==> config.mk <==
export PLATFORM = sky130hd
export DESIGN_NAME = ahb_arbiter_flat
export DESIGN_NICKNAME = d
export VERILOG_FILES = /design/src/rtl/ahb_arbiter_if.sv /design/src/rtl/ahb_arbiter.sv /design/src/flat_wrapper.sv
export SDC_FILE = /design/constraint.sdc
export NUM_CORES = 1
export LEC_CHECK = 0
export ABC_AREA = 1
export BUFFER_PORTS_ARGS = -buffer_cell sky130_fd_sc_hd__buf_2
export CAP_MARGIN = 20
export CORE_MARGIN = 2
export CORE_UTILIZATION = 53
export CTS_CLUSTER_SIZE = 30
export DETAILED_ROUTE_END_ITERATION = 10
export GPL_TIMING_DRIVEN = 0
export MAX_ROUTING_LAYER = met4
export PLACE_DENSITY_LB_ADDON = 0.2
export SLEW_MARGIN = 20
export SYNTH_ARGS = -nofsm -noshare
export SYNTH_HDL_FRONTEND = slang
export SYNTH_SLANG_ARGS = --single-unit
==> constraint.sdc <==
create_clock -name CLK -period 2.4 [get_ports CLK]
set_input_delay 0.12 -clock CLK [delete_from_list [all_inputs] [get_ports CLK]]
set_output_delay 0.12 -clock CLK [all_outputs]
set_load 0.03 [all_outputs]
==> src/rtl/ahb_arbiter_if.sv <==
// Arbitration signal bundle for the three-master system bus.
// The master modport is the arbiter's view; slave is the bus side.
interface ahb_arbiter_if;
    logic [2:0] HBUSREQ;
    logic [2:0] HLOCK;
    logic [1:0] HTRANS;
    logic       HREADY;
    logic [1:0] HRESP;
    logic [2:0] HGRANT;
    logic [1:0] HMASTER;
    logic       HMASTLOCK;

    modport master (
        input  HBUSREQ, HLOCK, HTRANS, HREADY, HRESP,
        output HGRANT, HMASTER, HMASTLOCK
    );

    modport slave (
        output HBUSREQ, HLOCK, HTRANS, HREADY, HRESP,
        input  HGRANT, HMASTER, HMASTLOCK
    );
endinterface

==> src/rtl/ahb_arbiter.sv <==
// Round-robin arbiter for three bus masters with lock hold,
// burst-length limit and RETRY-forced re-arbitration.
module ahb_arbiter #(
    parameter int DEFAULT_MASTER = 0,
    parameter int MAX_BURST      = 16
) (
    input  logic          CLK,
    input  logic          RST,
    ahb_arbiter_if.master bus
);
    typedef enum logic [1:0] {PARK, BUS, LOCK} state_t;

    localparam logic [1:0] DEF  = 2'(DEFAULT_MASTER);
    localparam logic [6:0] LAST = 7'(MAX_BURST - 1);
    localparam logic [6:0] SAT  = 7'd127;

    state_t     state, state_nx;
    logic [1:0] g, g_nx, p1, p2, win;
    logic [6:0] bc, bc_nx;
    logic [1:0] master_q;
    logic       mlock_q;
    logic       beat, held, retry, rearb;
    logic       any_req, lock_nx;

    function automatic logic [1:0] inc3(input logic [1:0] x);
        return (x == 2'd2) ? 2'd0 : x + 2'd1;
    endfunction

    assign p1    = inc3(g);
    assign p2    = inc3(p1);
    assign beat  = bus.HREADY & (bus.HTRANS inside {2'b10, 2'b11});
    assign held  = bus.HLOCK[g] & bus.HBUSREQ[g];
    assign retry = (bus.HRESP == 2'b10);

    // Current owner is scanned last so it has the lowest priority.
    always_comb begin
        win = DEF;
        if (bus.HBUSREQ[p1])     win = p1;
        else if (bus.HBUSREQ[p2]) win = p2;
        else if (bus.HBUSREQ[g])  win = g;
    end

    assign rearb = !bus.HBUSREQ[g] |
                   (!held & ((beat & (bc == LAST)) | retry));

    always_comb begin
        g_nx  = g;
        bc_nx = bc;
        if (bus.HREADY) begin
            if (rearb) begin
                g_nx  = win;
                bc_nx = '0;
            end else if (beat && bc != SAT) begin
                bc_nx = bc + 7'd1;
            end
        end
    end

    assign any_req = |bus.HBUSREQ;
    assign lock_nx = bus.HLOCK[g_nx] & bus.HBUSREQ[g_nx];

    always_comb begin
        state_nx = state;
        if (bus.HREADY) begin
            unique case (state)
                PARK: if (any_req) state_nx = lock_nx ? LOCK : BUS;
                BUS, LOCK: begin
                    if (!any_req)     state_nx = PARK;
                    else if (lock_nx) state_nx = LOCK;
                    else              state_nx = BUS;
                end
                default: state_nx = PARK;
            endcase
        end
    end

    always_ff @(posedge CLK or posedge RST) begin
        if (RST) begin
            state    <= PARK;
            g        <= DEF;
            bc       <= '0;
            master_q <= DEF;
            mlock_q  <= 1'b0;
        end else begin
            state <= state_nx;
            g     <= g_nx;
            bc    <= bc_nx;
            // Address-phase outputs follow the grant by one ready edge.
            if (bus.HREADY) begin
                master_q <= g;
                mlock_q  <= held;
            end
        end
    end

    assign bus.HGRANT    = 3'b001 << g;
    assign bus.HMASTER   = master_q;
    assign bus.HMASTLOCK = mlock_q;
endmodule

==> src/flat_wrapper.sv <==
// flat-port wrapper written by rule: the top's interface ports become plain ports
module ahb_arbiter_flat 
#(
    parameter int DEFAULT_MASTER = 0,
    parameter int MAX_BURST      = 16
)
  (CLK, RST, bus_HBUSREQ, bus_HLOCK, bus_HTRANS, bus_HREADY, bus_HRESP, bus_HGRANT, bus_HMASTER, bus_HMASTLOCK);
  ahb_arbiter_if bus_i ();
  input  logic CLK;
  input  logic RST;
  input wire logic [$bits(bus_i.HBUSREQ)-1:0] bus_HBUSREQ;
  input wire logic [$bits(bus_i.HLOCK)-1:0] bus_HLOCK;
  input wire logic [$bits(bus_i.HTRANS)-1:0] bus_HTRANS;
  input wire logic [$bits(bus_i.HREADY)-1:0] bus_HREADY;
  input wire logic [$bits(bus_i.HRESP)-1:0] bus_HRESP;
  output wire logic [$bits(bus_i.HGRANT)-1:0] bus_HGRANT;
  output wire logic [$bits(bus_i.HMASTER)-1:0] bus_HMASTER;
  output wire logic [$bits(bus_i.HMASTLOCK)-1:0] bus_HMASTLOCK;
  assign bus_i.HBUSREQ = bus_HBUSREQ;
  assign bus_i.HLOCK = bus_HLOCK;
  assign bus_i.HTRANS = bus_HTRANS;
  assign bus_i.HREADY = bus_HREADY;
  assign bus_i.HRESP = bus_HRESP;
  assign bus_HGRANT = bus_i.HGRANT;
  assign bus_HMASTER = bus_i.HMASTER;
  assign bus_HMASTLOCK = bus_i.HMASTLOCK;
  ahb_arbiter #(.DEFAULT_MASTER(DEFAULT_MASTER), .MAX_BURST(MAX_BURST)) u_core (.CLK(CLK), .RST(RST), .bus(bus_i));
endmodule
# Word-level counts from Yosys, hierarchy flattened

Cells that the tools add are included.

Eq/ne operators: 8
Bitwise logic cells: 6
$lt $le $gt $ge: 3
Muxes and demuxes: 15
Reductions and logical operators: 7
$add $sub $neg: 3
Shifts and indexed selects: 1

Operators by type and width:

| operator                                                                      | count |
|---|---|
| 7-bit two-way mux                                                             | 2 |
| 2-bit == test (second input constant)                                         | 5 |
| 2-bit two-way mux                                                             | 5 |
| 2-bit by 3-bit less-than comparator with 1-bit output (second input constant) | 3 |
| 1-bit binary-select mux with 2-bit select                                     | 4 |
| 7-bit by 1-bit adder with 7-bit output (second input constant)                | 1 |
| 7-bit by 4-bit == test with 1-bit output (second input constant)              | 1 |
| 7-bit inequality test (second input constant)                                 | 1 |
| 2-bit by 1-bit adder with 2-bit output (second input constant)                | 2 |
| 1-bit bitwise AND                                                             | 4 |
| 1-bit two-way mux                                                             | 4 |
| 2-bit nonzero test                                                            | 2 |
| 3-bit inequality test (second input constant)                                 | 1 |
| 3-bit AND reduction                                                           | 1 |
| 1-bit by 2-bit left shift with 3-bit output (first input constant)            | 1 |
| 1-bit logical NOT                                                             | 2 |
| 1-bit bitwise OR                                                              | 2 |
| 2-bit AND reduction                                                           | 1 |
| 1-bit logical AND                                                             | 1 |

Flip-flop bits (word level): 12
Bits of input ports: 13
Word-level logic and storage cells: 47

# Logic depth before layout (Yosys ltp)

Depth in word-level cells: 9
Gate-level depth with buffers: 9

# Worst setup path before layout

OpenSTA, ideal clock, no wires.

Kind: flip-flop to flip-flop
From: reg u_core.g[0]
To: reg u_core.g[1]
Stages on the path, launching flop included: 9
Data required time: 2.335 ns
Data arrival time: 1.445 ns
Path slack: 0.890 ns
Buffers on the path: 0
Path through: dfrtp_1 inv_2 nor2_1 nand2_1 nand3_1 nand3_1 nand3_1 nand2_1 nand2_1

Longest elaborated chain between the ends: 8
Elaborated cells between the ends (all ways): 23

Ends and longest elaborated chain:

| element                                                                     | line              | text |
|---|---|---|
| from (decl)                                                                 | ahb_arbiter.sv:18 | `logic [1:0] g, g_nx, p1, p2, win;` |
| from (signal assigned)                                                      | ahb_arbiter.sv:86 | `g <= g_nx;` |
| 2-bit by 1-bit adder with 2-bit output or 2-bit == test (tied branches)     | ahb_arbiter.sv:26 | `return (x == 2'd2) ? 2'd0 : x + 2'd1;` |
| 2-bit two-way mux                                                           | ahb_arbiter.sv:26 |  |
| 2-bit by 1-bit adder with 2-bit output or 2-bit == test (tied branches)     | ahb_arbiter.sv:26 |  |
| 2-bit two-way mux                                                           | ahb_arbiter.sv:26 |  |
| 1-bit binary-select mux with 2-bit select                                   | ahb_arbiter.sv:39 | `else if (bus.HBUSREQ[p2]) win = p2;` |
| 1-bit two-way mux (not written as such)                                     | ahb_arbiter.sv:39 |  |
| 3-bit inequality test (no source line) or 2-bit two-way mux (tied branches) | -                 |  |
| 3-bit AND reduction (no source line) or 2-bit two-way mux (tied branches)   | -                 |  |

Several ways; a longest one is shown, not always the timed one. The select of a mux whose other input is x is not followed.
A chain may end at the register's enable or synchronous reset.

# Worst setup path in the final report

From: reg u_core.g[1]
To: reg u_core.g[1]

The elaborated chain is that of the path after synthesis.

==> results.tsv <==
metric	value	unit
status	finished, final reports clean	
drc	0	
grtUsageTotal	0.232	
layout-drive-gt1-share	0.200	
post-route-period-util	0.624	
worstMarginPinSlew	0.451	ns
maxSlewHeadroom	0.699	
period_needed	1.50	ns
crit_arrival	1.67	ns
maxCapViolCount	0	
start_util	0.558	
hold_viol_final	0	
synth_area_leaders	dfrtp_1 (36%), nand2_1 (15%), nand3_1 (14%)	
synthCells	124	
htreeDepth	1	
skew	0.00211	ns
clkLatencyLatePin	0.28	ns
hp-class	in -> reg	
vias	885	
cts_setup_buffers	0	
cts_resized	0	
num_rows	14	
coreArea	1490	µm²
crit_fanout	8	
startpoint_type	flop	
cts_buffers	3	
grt_pass1_vias	778	
cts_buffer_depth	2	
holdBufCountCts	1	
synth_area_per_cell	6.70	µm²
dieArea	1900	µm²
hpwl	1360	µm
clkSinkCount	12	
drv_slew	0	
rsz0062_at_grt	false	
grt_max_degree	13	
cts_tree	done	
wl	1800	µm
p_sw	0.000473	W
drtIter0Drc	13	
firstDrtPassIters	4	
synth_cell_types	18	
path_clk_slew	0.07	ns
fmax	0.668	GHz
grt_first_pass_wirelength	3180	µm
via_per_inst	5.50	
io_buffer_count	17	
fin_nets	161	
n_antenna_cell	0	
power_leakage	0.578	nW
fin_setup_tns	0	ns
grt_antenna_before_repair	0	
seqPwrFrac	0.327	
switching_share	0.511	
cts_root_buf	clkbuf_4	
pwr-share-clk	0.137	
grt.overflow.total	0	
ys_warn_count	0	
synth_seq_cells	12	
crit_path_end_kind	flop	
syn-num-nets	138	
ant_nets	0	
holdWs	0.209	ns
cpPeakStageDelay	0.49	ns
yosys.area.top_type_share	0.361	
ir_drop	0.623	mV
powerDensity	957	nW/µm²
die_y	43.6	µm
comb_power_share	0.536	
chipWidth	43.6	µm
p_int	0.000454	W
critPathKind	reg -> reg	
synth_top_area_cell	dfrtp_1	
gp_congestion	0.804	
io_pins	19	
crit_required	2.58	ns
synthesis.area	831	µm²
cp_cell_sequence	inv_2 -> nand3_1 -> nand3_2 -> a21oi_1 -> nand3_1 -> nand2_1 -> nand2_1	
critPathSlowestCell	dfrtp_1	
fillers	127	
area_growth	16.6	%
ys_seq_area_frac	0.361	
setup_viol	0	
drt-wirelength-per-cell	11.2	µm
placed cells by master (no fill, tap or decap), types with 3 or more instances in the layout:
master and instances:
nand4_1 7, nand3_2 3, buf_2 18, dfrtp_1 12, nand2_1 34, inv_1 15, nor2_1 12, clkbuf_4 3
xor2_1 3, nand3_1 24
worst max-delay path, delay by kind of cell (launching register included):
| kind | cells | cell delay [ns] |
|---|---|---|
| compound gates | 1 | 0.26 |
| buf+inv | 1 | 0.13 |
| flops | 1 | 0.49 |
| simple gates | 5 | 0.51 |
per-layer routing:
metal | vias to the layer above | track usage | part of all wire
li1 | 446 | - | -
met1 | 401 | 0.291 | 0.44
met2 | 32 | 0.359 | 0.49
met3 | 6 | 0.0625 | 0.057
met4 | 0 | 0.0848 | 0.014
met5 | - | - | 0
synth_stat cells (all sizes together):
cell,instances
nand2,36
clkbuf,1
xor2,3
a21oi,2
nand3,27
ha,1
buf,1
nand4,7
nor2,13
dfrtp,12
and2,1
inv,17
o21ai,2
nand3b,1
area by class of cell:
cell class / count / area [µm²] / area share
repair buffers: 18 / 95.1 / 0.0982
inverters: 17 / 63.8 / 0.0659
clock buffers: 3 / 22.5 / 0.0233
well taps: 16 / 20.0 / 0.0207
multi-input cells: 93 / 458 / 0.473
flip-flops and latches: 12 / 300 / 0.310
plain buffers: 2 / 8.76 / 0.00904
sequential cells by signal, indices dropped and copies added (netlist names):
name,cells
u_core.bus.HMASTER,2
u_core.g,2
u_core.bus.HMASTLOCK,1
u_core.bc,7
stage by stage:
step	utilization	total power (W)	worst slack [ns]	area, µm²	std cells
6_report	0.650	0.000927	0.902	968	161
5_1_grt	0.650	0.000999	0.719	968	161
4_1_cts	0.650	0.000927	0.888	968	161
3_5_place_dp	0.629	0.000801	0.907	936	157
3_3_place_gp	0.629	0.000792	0.923	936	157
2_1_floorplan	-	0.000677	0.890	831	124
logic make-up after synthesis:
family / count (synthesis) / synth area share
fa+ha+maj: 1 / 0.0151
xor+xnor: 3 / 0.0316
simple gates: 85 / 0.480
compound gates: 4 / 0.0241
flops: 12 / 0.361
buf+inv: 19 / 0.0873
path summary, 6_finish.rpt:
kind                                                   start                                 to  slack (ns)  depth (start not counted)
setup / recovery                     u_core.g[1]$_DFFE_PP0P_            u_core.g[1]$_DFFE_PP0P_        0.90                          7
hold / removal                                    bus_HREADY  u_core.bus.HMASTER[0]$_DFFE_PP0P_        0.21                          4
setup reg to reg                     u_core.g[1]$_DFFE_PP0P_            u_core.g[1]$_DFFE_PP0P_        0.90                          7
hold reg to reg            u_core.bus.HMASTER[0]$_DFFE_PP0P_  u_core.bus.HMASTER[0]$_DFFE_PP0P_        0.50                          2
max in group asynchronous                                RST           u_core.bc[0]$_DFFE_PP0P_        1.69                          3
min in group asynchronous                                RST   u_core.bus.HMASTLOCK$_DFFE_PP0P_        0.40                          3
power by group through the flow:
stage	Clock, W	Combinational [W]	Sequential [W]
floorplan	0	0.000347	0.000330
detailed placement	0	0.000497	0.000304
CTS	0.000126	0.000500	0.000302
global route	0.000134	0.000556	0.000310
finish	0.000127	0.000496	0.000303
global placement	0	0.000488	0.000304
No activity file was read; power rests on OpenSTA's default activity.
